### config.mk
export PLATFORM = sky130hd
export DESIGN_NAME = id_ex_stage
export DESIGN_NICKNAME = d
export VERILOG_FILES = /design/src/rtl/id_ex_stage.sv
export SDC_FILE = /design/constraint.sdc
export NUM_CORES = 1
export LEC_CHECK = 0
export ABC_AREA = 1
export CORE_AREA = 8 8 175 177
export DETAILED_ROUTE_END_ITERATION = 10
export DIE_AREA = 0 0 183 185
export GPL_TIMING_DRIVEN = 0
export MAX_ROUTING_LAYER = met4
export PLACE_DENSITY = 0.76
export SKIP_LAST_GASP = 1
export SYNTH_ARGS = -nofsm -noshare
export SYNTH_HDL_FRONTEND = slang
export SYNTH_SLANG_ARGS = --single-unit
### constraint.sdc
create_clock -name clk -period 9.6 [get_ports clk]
set_clock_uncertainty 0.2 [all_clocks]
set_input_delay 1.92 -clock clk [delete_from_list [all_inputs] [get_ports clk]]
set_output_delay 1.92 -clock clk [all_outputs]
set_load 0.05 [all_outputs]
### src/rtl/id_ex_stage.sv
// rtl/id_ex_stage.sv - ID/EX pipeline register with load-use bubble insertion, flush and hold
module id_ex_stage #(
    parameter int DATA_W = 64,
    parameter int REG_W  = 5,
    parameter int CNT_W  = 16
) (
    input  logic              clk,
    input  logic              reset,
    input  logic              id_valid,
    input  logic [10:0]       id_opcode,
    input  logic              id_alu_on,
    input  logic              id_sign,
    input  logic [REG_W-1:0]  id_rn,
    input  logic [REG_W-1:0]  id_rm,
    input  logic [REG_W-1:0]  id_rd,
    input  logic              id_rn_used,
    input  logic              id_rm_used,
    input  logic [DATA_W-1:0] id_da,
    input  logic [DATA_W-1:0] id_db,
    input  logic [DATA_W-1:0] id_imm,
    input  logic              id_reg_write,
    input  logic              id_mem_read,
    input  logic              id_mem_write,
    input  logic              flush,
    input  logic              ex_hold,
    output logic              ex_valid,
    output logic [10:0]       ex_opcode,
    output logic              ex_alu_on,
    output logic              ex_sign,
    output logic [REG_W-1:0]  ex_rd,
    output logic [DATA_W-1:0] ex_da,
    output logic [DATA_W-1:0] ex_db,
    output logic [DATA_W-1:0] ex_imm,
    output logic              ex_reg_write,
    output logic              ex_mem_read,
    output logic              ex_mem_write,
    output logic              stall_id,
    output logic [CNT_W-1:0]  hazard_cnt
);

    // Register 31 is XZR: writes to it are discarded, so it never creates a dependency.
    localparam logic [REG_W-1:0] XZR     = '1;
    localparam logic [CNT_W-1:0] CNT_MAX = '1;

    typedef enum logic [1:0] {
        ACT_HOLD,
        ACT_BUBBLE,
        ACT_LOAD
    } action_t;

    logic    flush_pend;
    logic    eff_flush;
    logic    load_use;
    logic    rn_match;
    logic    rm_match;
    logic    cnt_inc;
    action_t action;

    // Detect a consumer in ID reading the register a load in EX has not yet produced.
    always_comb begin
        rn_match  = id_rn_used && (id_rn == ex_rd);
        rm_match  = id_rm_used && (id_rm == ex_rd);
        load_use  = ex_valid && ex_mem_read && (ex_rd != XZR) && id_valid
                    && (rn_match || rm_match);
        eff_flush = flush || flush_pend;
    end

    // Resolve the per-edge action in priority order: hold, flush, load-use, normal issue.
    always_comb begin
        action   = ACT_BUBBLE;
        stall_id = 1'b0;
        cnt_inc  = 1'b0;
        if (ex_hold) begin
            action   = ACT_HOLD;
            stall_id = 1'b1;
        end else if (eff_flush) begin
            // ID instruction is on the wrong path; let IF/ID advance past it.
            action   = ACT_BUBBLE;
        end else if (load_use) begin
            action   = ACT_BUBBLE;
            stall_id = 1'b1;
            cnt_inc  = (hazard_cnt != CNT_MAX);
        end else if (id_valid) begin
            action   = ACT_LOAD;
        end
    end

    // Remember a flush that arrived while EX was frozen so it applies once the hold lifts.
    always_ff @(posedge clk or posedge reset) begin
        if (reset) begin
            flush_pend <= 1'b0;
        end else if (ex_hold) begin
            if (flush) begin
                flush_pend <= 1'b1;
            end
        end else begin
            flush_pend <= 1'b0;
        end
    end

    // Saturating count of load-use bubbles actually inserted.
    always_ff @(posedge clk or posedge reset) begin
        if (reset) begin
            hazard_cnt <= '0;
        end else if (cnt_inc) begin
            hazard_cnt <= hazard_cnt + 1'b1;
        end
    end

    // Pipeline register proper: hold, load a bubble, or capture the ID fields.
    always_ff @(posedge clk or posedge reset) begin
        if (reset) begin
            ex_valid     <= 1'b0;
            ex_opcode    <= '0;
            ex_alu_on    <= 1'b0;
            ex_sign      <= 1'b0;
            ex_rd        <= XZR;
            ex_da        <= '0;
            ex_db        <= '0;
            ex_imm       <= '0;
            ex_reg_write <= 1'b0;
            ex_mem_read  <= 1'b0;
            ex_mem_write <= 1'b0;
        end else begin
            case (action)
                ACT_LOAD: begin
                    ex_valid     <= 1'b1;
                    ex_opcode    <= id_opcode;
                    ex_alu_on    <= id_alu_on;
                    ex_sign      <= id_sign;
                    ex_rd        <= id_rd;
                    ex_da        <= id_da;
                    ex_db        <= id_db;
                    ex_imm       <= id_imm;
                    ex_reg_write <= id_reg_write;
                    ex_mem_read  <= id_mem_read;
                    ex_mem_write <= id_mem_write;
                end
                ACT_BUBBLE: begin
                    ex_valid     <= 1'b0;
                    ex_opcode    <= '0;
                    ex_alu_on    <= 1'b0;
                    ex_sign      <= 1'b0;
                    ex_rd        <= XZR;
                    ex_da        <= '0;
                    ex_db        <= '0;
                    ex_imm       <= '0;
                    ex_reg_write <= 1'b0;
                    ex_mem_read  <= 1'b0;
                    ex_mem_write <= 1'b0;
                end
                default: begin
                    ex_valid     <= ex_valid;
                end
            endcase
        end
    end

endmodule

Yosys cells after proc, flatten, opt, wreduce, memory -nomap -nowiden:

Index checks and enable logic that the tools add are counted.

* reduce and logical (&&, ||, !) cells: 9
* $add $sub $neg: 1
* eq/ne operators: 7
* multiplexer cells: 23

Operator list (number)
* $pmux 64 s2: 3
* $pmux 11 s2: 1
* $add 16x1->16 const B: 1
* $ne 16x16->1 const B: 1
* $pmux 1 s2: 6
* $eq 5x5->1: 2
* $pmux 5 s2: 1
* $mux 1: 8
* $mux 2: 4
* $logic_and 1x1->1: 6
* $ne 5x5->1 const B: 1
* $eq 2x1->1 const B: 1
* $eq 2x2->1 const B: 1
* $logic_or 1x1->1: 2
* $ne 2x2->1 const B: 1
* $reduce_bool 2->1: 1

* word-level logic and storage cells: 53
* bits in registers: 231
* input bits: 230

Longest topological paths before layout:

* word-level depth: 9
* gate-level depth with buffers: 15

Worst setup path before layout:

No wires, ideal clock.

* kind: input -> output
* start point: input port flush
* end point: output port stall_id
* path slack: 4.679 ns
* data required time: 7.480 ns
* data arrival time: 2.801 ns
* stages: 3
* cell sequence: nor2_1 nand3_4 nand2_1

* cells in the longest elaborated chain, start to end: 3

RTL lines
* from (decl): line 24 `input logic flush,`
* $logic_or 1x1->1: line 65 `eff_flush = flush || flush_pend;`
* $mux 1: line 76 `end else if (eff_flush) begin`
* $mux 1: line 73 `if (ex_hold) begin`
* to (decl): line 37 `output logic stall_id,`

No other way between the ends.

Worst setup path in the final report:

* start point: input port id_rn[1]
* end point: output port stall_id

* cells in the longest elaborated chain, start to end: 7

RTL lines
* from (decl): line 13 `input logic [REG_W-1:0] id_rn,`
* $eq 5x5->1: line 61 `rn_match = id_rn_used && (id_rn == ex_rd);`
* $logic_and 1x1->1: line 61
* $logic_or 1x1->1: line 64 `&& (rn_match || rm_match);`
* $logic_and 1x1->1: line 64
* $mux 1: line 79 `end else if (load_use) begin`
* $mux 1: line 76
* $mux 1: line 73

No other way between the ends.

==> impl_results.md <==
- Worst path cell trace: clkdlybuf4s50_1 > inv_1 > nand2_1 > nand2_1 > nor2_1 > nand3_2 > nand2_4 > nand3_4 > nand2_1 > clkdlybuf4s50_1
- Gate Count Post-Synth: 709
- Largest net degree at the start of global routing: 119
- Initial DRT Pass Iterations: 4
- Post-DRT Antenna Nets: 0
- Top cells by area, synth: dfrtp_1 63%, a22o_1 20%, nand2_1 2.7%
- Detailed Place HPWL: 26.2 mm
- RSZ-0062 raised after global routing: false
- Avg Inst Size Synth: 12.6 um^2
- CTS Buf Count: 25
- CP Data Arrival Time: 3.92 ns
- Final setup viols: 0
- Mapped Nets: 942
- Total Wirelength: 34.1 mm
- DR WL/cell: 21.3 um
- P_sw: 0.00120 W
- Synth-to-Final Area Change: 67.0%
- Gpl congestion: 0.868
- Power density cells: 225 nW/um^2
- Detailed Route Iter0 Violations: 389
- # hold bufs at CTS: 0
- Die width: 183 um
- R2R depth: 10
- Post-Place Cell Area: 14000 um^2
- P_int: 0.00215 W
- Crit. End Element: output port
- Root Buffer Master: clkbuf_16
- CP most frequent cell: nand2_1
- Gr usage total: 0.199
- Hold Fails Final Rpt: 0
- Critical Path Stages: 10
- Sink Count: 231
- Yosys warning count: 0
- Area of the core: 28100 um^2
- Fin crit share: 0.629
- Setup Fix Bufs, Post-CTS: 0
- Worst Tran Pin Value: 0.824 ns
- Flop-to-flop setup slack: 6.03 ns
- CP Class: in -> out
- Initial antenna violation count: 2
- Post-Layout Cell Count: 1601
- Run status: complete, no violations
- Lkg Pwr: 6.75 nW
- Max incr delay on CP: 0.80 ns
- Worst-skew pair later-pin latency: 0.52 ns
- Vias in the first global route: 8504
- Post-synth top area cell: dfrtp_1
- Die area: 33900 um^2
- Cell Area, Synth: 8920 um^2
- Reg area: 5790 um^2
- Buf/Inv on CP: 3
- CP Max Fanout: 5
- Combinational share of power: 0.342
- Post-CTS Resized: 0
- Top cell family by delay on the critical path: buffers and inverters
- Slew headroom: 0.451
- Core Util, Final: 0.530
- Sw Ratio: 0.359
- CTS tree: done
- Flop pwr share: 0.358
- Most frequent cells in the layout: 460 x clkdlybuf4s50_1, 226 x dfrtp_1, 208 x a22o_1
- Site Rows: 62
- Post-synth EDFFs: 0
- Slowest CP cell: clkdlybuf4s50_1
- Vert. Die Dim: 185 um
- Fin nets: 1430
- Slew Limit Fails: 0
- Layout cells sized above 1: 0.0700
- Fillers: 2415
- Hold WC Path Type: reg -> reg
- Register area share after synthesis: 0.649
- Top Ports: 461
- Crit path required time: 7.48 ns
- Main synth FF type: dfrtp_1
- Max-cap violations: 0
- Share of the synthesized area in the top cell type: 0.634
- Final min period: 6.04 ns
- Number of I/O port buffers: 460
- Max Root-Sink Buffers: 3
- Initial Util: 0.318
- Via count: 7757
- Final Instance Area: 14900 um^2
- FF+latch count, synth: 231
- Fraction of registers with async set/reset: 1.00
- H-tree levels: 1
- Max Fclk: 0.166 GHz
- Worst-path clk slew: 0.05 ns
- WHS Path Cells: 1
- Remaining DRCs: 0
- Worst setup SP type: primary input
- Hold WS: 0.306 ns
- Area of the multi-input gates: 2690 um^2
- Most common cell after layout, fill and taps aside: clkdlybuf4s50_1
- VDD IR max: 181 uV
- First-pass GRT wire length: 51.0 mm
- GR Overflow Total: 0
- Placed cells: 1554
- Routed vias/inst: 4.85
- Power share of the clock group: 0.300
- Yosys cell types: 30
==> Yosys cell counts, types with 3 or more instances <==
| cell type | number |
|---|---|
| buf_2 | 15 |
| nand4_1 | 5 |
| nand3_2 | 5 |
| clkbuf_1 | 31 |
| nor2_1 | 22 |
| ha_1 | 3 |
| dfstp_2 | 5 |
| o21bai_1 | 16 |
| a21oi_1 | 6 |
| nand3_1 | 24 |
| nand2_1 | 64 |
| a22o_1 | 208 |
| inv_1 | 49 |
| nor2_2 | 7 |
| nor3_1 | 3 |
| dfrtp_1 | 226 |
| inv_2 | 5 |
==> final timing paths <==
kind | to | startpoint
min | ex_da[29] | ex_da[29]
min in group asynchronous | ex_db[43] | reset
max | stall_id | id_rn[1]
max reg2reg | ex_opcode[7] | ex_rd[0]
max in group asynchronous | ex_imm[30] | reset
min reg2reg | ex_da[29] | ex_da[29]
==> per-layer routing <==
metal	routed length (um)	vias up	global-route usage	part of all wire
li1	-	3537	-	-
met4	915	0	0.0599	0.027
met5	0	-	-	0
met1	13600	3804	0.231	0.40
met3	3200	64	0.0681	0.094
met2	16300	352	0.324	0.48
==> logic make-up (layout without fill, tap and decap cells) <==
logic type | count (synthesis) | count (layout) | synth area share
compound gates | 231 | 231 | 0.222
xor+xnor | 2 | 2 | 0.00196
fa+ha+maj | 3 | 3 | 0.00421
buf+inv | 106 | 612 | 0.0492
flops | 231 | 231 | 0.649
other cells | 0 | 2 | 0
simple gates | 136 | 136 | 0.0742
==> per-stage QoR <==
step / TNS, ns / worst slack [ns] / total power [W]
after floorplan: 0 / 1.16 / 0.00188
after global placement: -412.94 / -1.86 / 0.00235
after detailed placement: 0 / 3.54 / 0.00237
after CTS: 0 / 3.54 / 0.00339
after global routing: 0 / 3.42 / 0.00349
final: 0 / 3.56 / 0.00335
==> flip-flops by register name, indices dropped and copies added (netlist names), 5 cells and up <==
name	cells
ex_da	64
ex_db	64
ex_imm	64
ex_opcode	11
ex_rd	5
hazard_cnt	16
==> power groups by stage <==
stage / sequential (W) / combinational, W / clock, W
final: 0.00120 / 0.00115 / 0.00101
after global routing: 0.00121 / 0.00119 / 0.00108
after CTS: 0.00120 / 0.00116 / 0.00104
after detailed placement: 0.00121 / 0.00116 / 0
after global placement: 0.00121 / 0.00115 / 0
after floorplan: 0.00168 / 0.000204 / 0
==> area by class of cell <==
cell class / count / share of cell area
antenna: 2 / 0.000336
inverter: 56 / 0.0146
sequential: 231 / 0.388
multi-input combinational: 372 / 0.181
tap: 384 / 0.0323
timing repair buffer: 461 / 0.311
buffer: 50 / 0.0154
clock buffer: 36 / 0.0475
clock inverter: 9 / 0.00974
Note: power is estimated with default switching activity, not from simulation.
==> edit 1, RTL diff (config.mk and constraints unchanged) <==
Change the parameter `CNT_W` from 16 to 32.
--- a/src/rtl/id_ex_stage.sv
+++ b/src/rtl/id_ex_stage.sv
@@ -4,3 +4,3 @@
     parameter int REG_W  = 5,
-    parameter int CNT_W  = 16
+    parameter int CNT_W  = 32
 ) (
Ports: changed (resized hazard_cnt); port bits go from 461 to 477. No check against the original RTL was run, so the function may have changed too.
==> edit 1 against the unedited design <==
First-iteration DRC count rose by 52%; area after synthesis rose by 14%; via count rose by 21%; wire length rose by 31%; clock power rose by 14%; sequential cell count rose by 16; count of clock-buffer cells in the layout did not move; setup slack got worse by 130 ps; hold slack got worse by 0.73 ps; final area rose by 11%; total power rose by 7.1%; sequential power rose by 6%; critical path type unchanged; largest power group unchanged.
==> edit 1: results (changes against the unedited design) <==
[clocking]
cts.htree.levels = 1  ; unchanged
clkTransAtPathRegs_ps = 60
cts_buffers = 28  ; was 25

[synth]
synth_xor_xnor_area_share = 0.0155  ; was 0.00196
synthAdderAreaFrac = 0.00369  ; was 0.00421
synth_common_cells = dfrtp_1, a22o_1, nand2_1, nor2_1, inv_1  ; was dfrtp_1, a22o_1, nand2_1, inv_1, clkbuf_1
synth_area_leaders = dfrtp_1, a22o_1, nand2_1, nand3_1, o21bai_1  ; was dfrtp_1, a22o_1, nand2_1, inv_1, dfstp_2
ys_seq_area_frac = 0.607  ; was 0.649
synth-compound-area-share = 0.206  ; was 0.222
ys_types = 25  ; was 30

[power]
pwr.group.clock_uw = 1150  ; was 1010 uW
sequentialPower_uw = 1270  ; was 1200 uW
internal-power_uw = 2310  ; was 2150 uW
peakVddDrop_v = 0.000153  ; was 0.000181 V
p_leak_uw = 0.00780  ; was 0.00675 uW

[global_route]
grtUsageMet3 = 0.0908  ; was 0.0681
grt_pass1_vias = 10100  ; was 8504
grt_max_degree = 124  ; was 119
antenna_found_initial = 12  ; was 2
grt_util_met2 = 0.441  ; was 0.324
grt_util_all_layers = 0.262  ; was 0.199
grt_util_met1 = 0.289  ; was 0.231
grt_pass1_wl_um = 65100  ; was 51000 um

[cells_and_area]
clockNetworkAreaShare = 0.0604  ; was 0.0572
n_all_inverters = 58  ; was 56
clock_buffers = 36  ; unchanged
nNonClkBuffers = 537  ; was 511
nFlopsAndLatches = 247  ; was 231
multi_input_area_share = 0.213  ; was 0.181
antenna_cells = 12  ; was 2
multi_input_gates = 557  ; was 372
seq-cell-share = 0.375  ; was 0.388
nonClkBufAreaFrac = 0.307  ; was 0.326
nNetsFinal = 1662  ; was 1430
drive_above_1_share = 0.0559  ; was 0.0700

[worst_setup_path]
worstPathArrival_ps = 4040  ; was 3920 ps
crit_fanout = 4  ; was 5
cpPeakStageDelay_ps = 830  ; was 800 ps
rr_worst_depth = 15  ; was 10

[status]
status = finished clean  ; unchanged

[routing]
route.met3.wl_um = 4280  ; was 3200 um
drtIter0Drc = 590  ; was 389
drt-pass1-iter-count = 5  ; was 4
met2_length_um = 22600  ; was 16300 um
topRoutingLayerUsed = met4  ; unchanged
vias = 9388  ; was 7757
wl_per_cell_um = 24.2  ; was 21.3 um
wl_met1_um = 16400  ; was 13600 um

[sta]
slew_headroom = 0.520  ; was 0.451
fin_crit_sh = 0.642  ; was 0.629

[placed_design]
finalWeightedCongestion = 0.958  ; was 0.868
port-buffer-count = 475  ; was 460
dp_hpwl_um = 34900  ; was 26200 um

[hold_path]
min_path_cells = 1  ; unchanged

edit 1: changes by cell type after synthesis, moves of 10 or more:
cell      delta
xor2_1      +16
nor2_1      +37
nand2_1     +86
dfrtp_1     +16
o21bai_1    +16
nand3_1     +28
nor3_1      +10
clkbuf_1    +10
edit 1: final timing paths:
| kind | slack, ps | startpoint | endpoint |
|---|---|---|---|
| worst max-delay path | 3440 | id_rn[1] | stall_id |
| worst min-delay path | 300 | ex_imm[54] | ex_imm[54] |
| worst max register to register | 5930 | ex_rd[4] | ex_da[36] |
| worst min register to register | 300 | ex_imm[54] | ex_imm[54] |
| max in group asynchronous | 6740 | reset | ex_imm[12] |
| min in group asynchronous | 1560 | reset | ex_db[14] |
edit 1: metrics by stage:
stage	total power [uW]	TNS (ps)	cells	area, um2	setup WS, ps
CTS	3610	0	1833	16500	3440
finish	3590	0	1845	16500	3440
detailed placement	2450	0	1783	15500	3440
global placement	2440	-651000	1781	15400	-2710
floorplan	1950	0	922	10200	702
global route	3710	0	1845	16500	3290
==> edit 2, RTL diff (same settings) <==
Without the edit above. Make the reset (`reset`) synchronous in 3 clocked blocks.
--- a/src/rtl/id_ex_stage.sv
+++ b/src/rtl/id_ex_stage.sv
@@ -88,3 +88,3 @@
     // Remember a flush that arrived while EX was frozen so it applies once the hold lifts.
-    always_ff @(posedge clk or posedge reset) begin
+    always_ff @(posedge clk) begin
         if (reset) begin
@@ -101,3 +101,3 @@
     // Saturating count of load-use bubbles actually inserted.
-    always_ff @(posedge clk or posedge reset) begin
+    always_ff @(posedge clk) begin
         if (reset) begin
@@ -110,3 +110,3 @@
     // Pipeline register proper: hold, load a bubble, or capture the ID fields.
-    always_ff @(posedge clk or posedge reset) begin
+    always_ff @(posedge clk) begin
         if (reset) begin
Check against the original RTL: differs if reset is asserted again (counterexample within 4 cycles, from zero or initial values and one cycle with reset high); with reset held inactive, the same outputs for 4 cycles.
==> edit 2 against the unedited design <==
Sequential cell count unchanged; sequential share of layout area down 6.8 points; total power fell by 21%; non-clock buffer count is 21 higher; setup slack improved by 33 ps; register-to-register slack better by 30 ps; final area is 3.2% lower; area after synthesis is 5.0% lower; cell count is 26% higher; synthesized cell count rose by 60%; first-iteration DRC count is 72% higher; wire length increased by 2.7%; largest cell class is now buffers.
==> edit 2: results (changes against the unedited design) <==
[synth]
ys_seq_area_frac = 0.545  ; was 0.649
avgSynthCellArea_um2 = 7.46  ; was 12.6 um2
synth_common_cells = nand2_1, dfxtp_1, a21oi_1, clkbuf_1, nor2_1  ; was dfrtp_1, a22o_1, nand2_1, inv_1, clkbuf_1
ys_async_sr_fraction = 0  ; was 1.00
syn-num-nets = 1369  ; was 942
synth_top_flop_cell = dfxtp_1  ; was dfrtp_1

[placed_design]
port-buffer-count = 459  ; was 460
finalWeightedCongestion = 0.897  ; was 0.868
dp_hpwl_um = 27000  ; was 26200 um

[routing]
wl_um = 35000  ; was 34100 um
drt-pass1-iter-count = 5  ; was 4
route.met3.wl_um = 2530  ; was 3200 um
via_per_inst = 4.60  ; was 4.85

[sta]
tightest_slew_ps = 774  ; was 824 ps
timing.hold.ws_ps = 262  ; was 306 ps
min_period_ps = 6000  ; was 6040 ps

[global_route]
grt_pass1_wl_um = 51800  ; was 51000 um
grt_util_met1 = 0.230  ; was 0.231
antenna_found_initial = 0  ; was 2
grtUsageMet3 = 0.0439  ; was 0.0681
grt_util_met2 = 0.346  ; was 0.324

[worst_setup_path]
r2r_start = ex_rd[2]  ; was ex_rd[0]
crit_fanout = 4  ; was 5
rr_worst_depth = 12  ; was 10
worstPathArrival_ps = 3880  ; was 3920 ps
cpPeakStageDelay_ps = 820  ; was 800 ps

[power]
p_leak_uw = 0.00530  ; was 0.00675 uW

[hold_path]
hp-start = ex_imm[29]  ; was ex_da[29]
hold_end = ex_imm[29]  ; was ex_da[29]

[status]
status = finished clean  ; unchanged

[cells_and_area]
nNetsFinal = 1856  ; was 1430
fin_cells = 2025  ; was 1601
antenna_cells = 0  ; was 2

[edit 2: cell types whose count changed in the layout (fill, tap and decap cells not counted), moves of 22 or more]
cell	change
dfrtp_1	-226
a22o_1	-208
dfxtp_1	+231
nand2_1	+420
inv_1	-24
clkbuf_1	+22
a21oi_1	+216
[edit 2: cell families (layout without fill, tap and decap cells)]
family	count (synthesis)	in the layout	synth area share
xor+xnor	3	3	0.00310
simple gates	566	566	0.262
compound gates	228	228	0.135
buf+inv	105	610	0.0499
flops	231	231	0.545
fa+ha+maj	3	3	0.00443
[edit 2: power by group through the flow]
stage	sequential, uW	combinational (uW)	clock [uW]
2_1_floorplan	1250	133	0
3_3_place_gp	1060	582	0
3_5_place_dp	1070	586	0
4_1_cts	1050	589	1030
5_1_grt	1050	621	1070
6_report	1050	586	1000
[edit 2: cell type report]
class                   count  area, um2
inverters                  32        120
clock buffers              40        774
multi-input cells         800       3430
plain buffers              73        303
well taps                 384        480
repair buffers            459       4590
flip-flops and latches    231       4620
clock inverters             6       86.3
fillers                  2686      13700
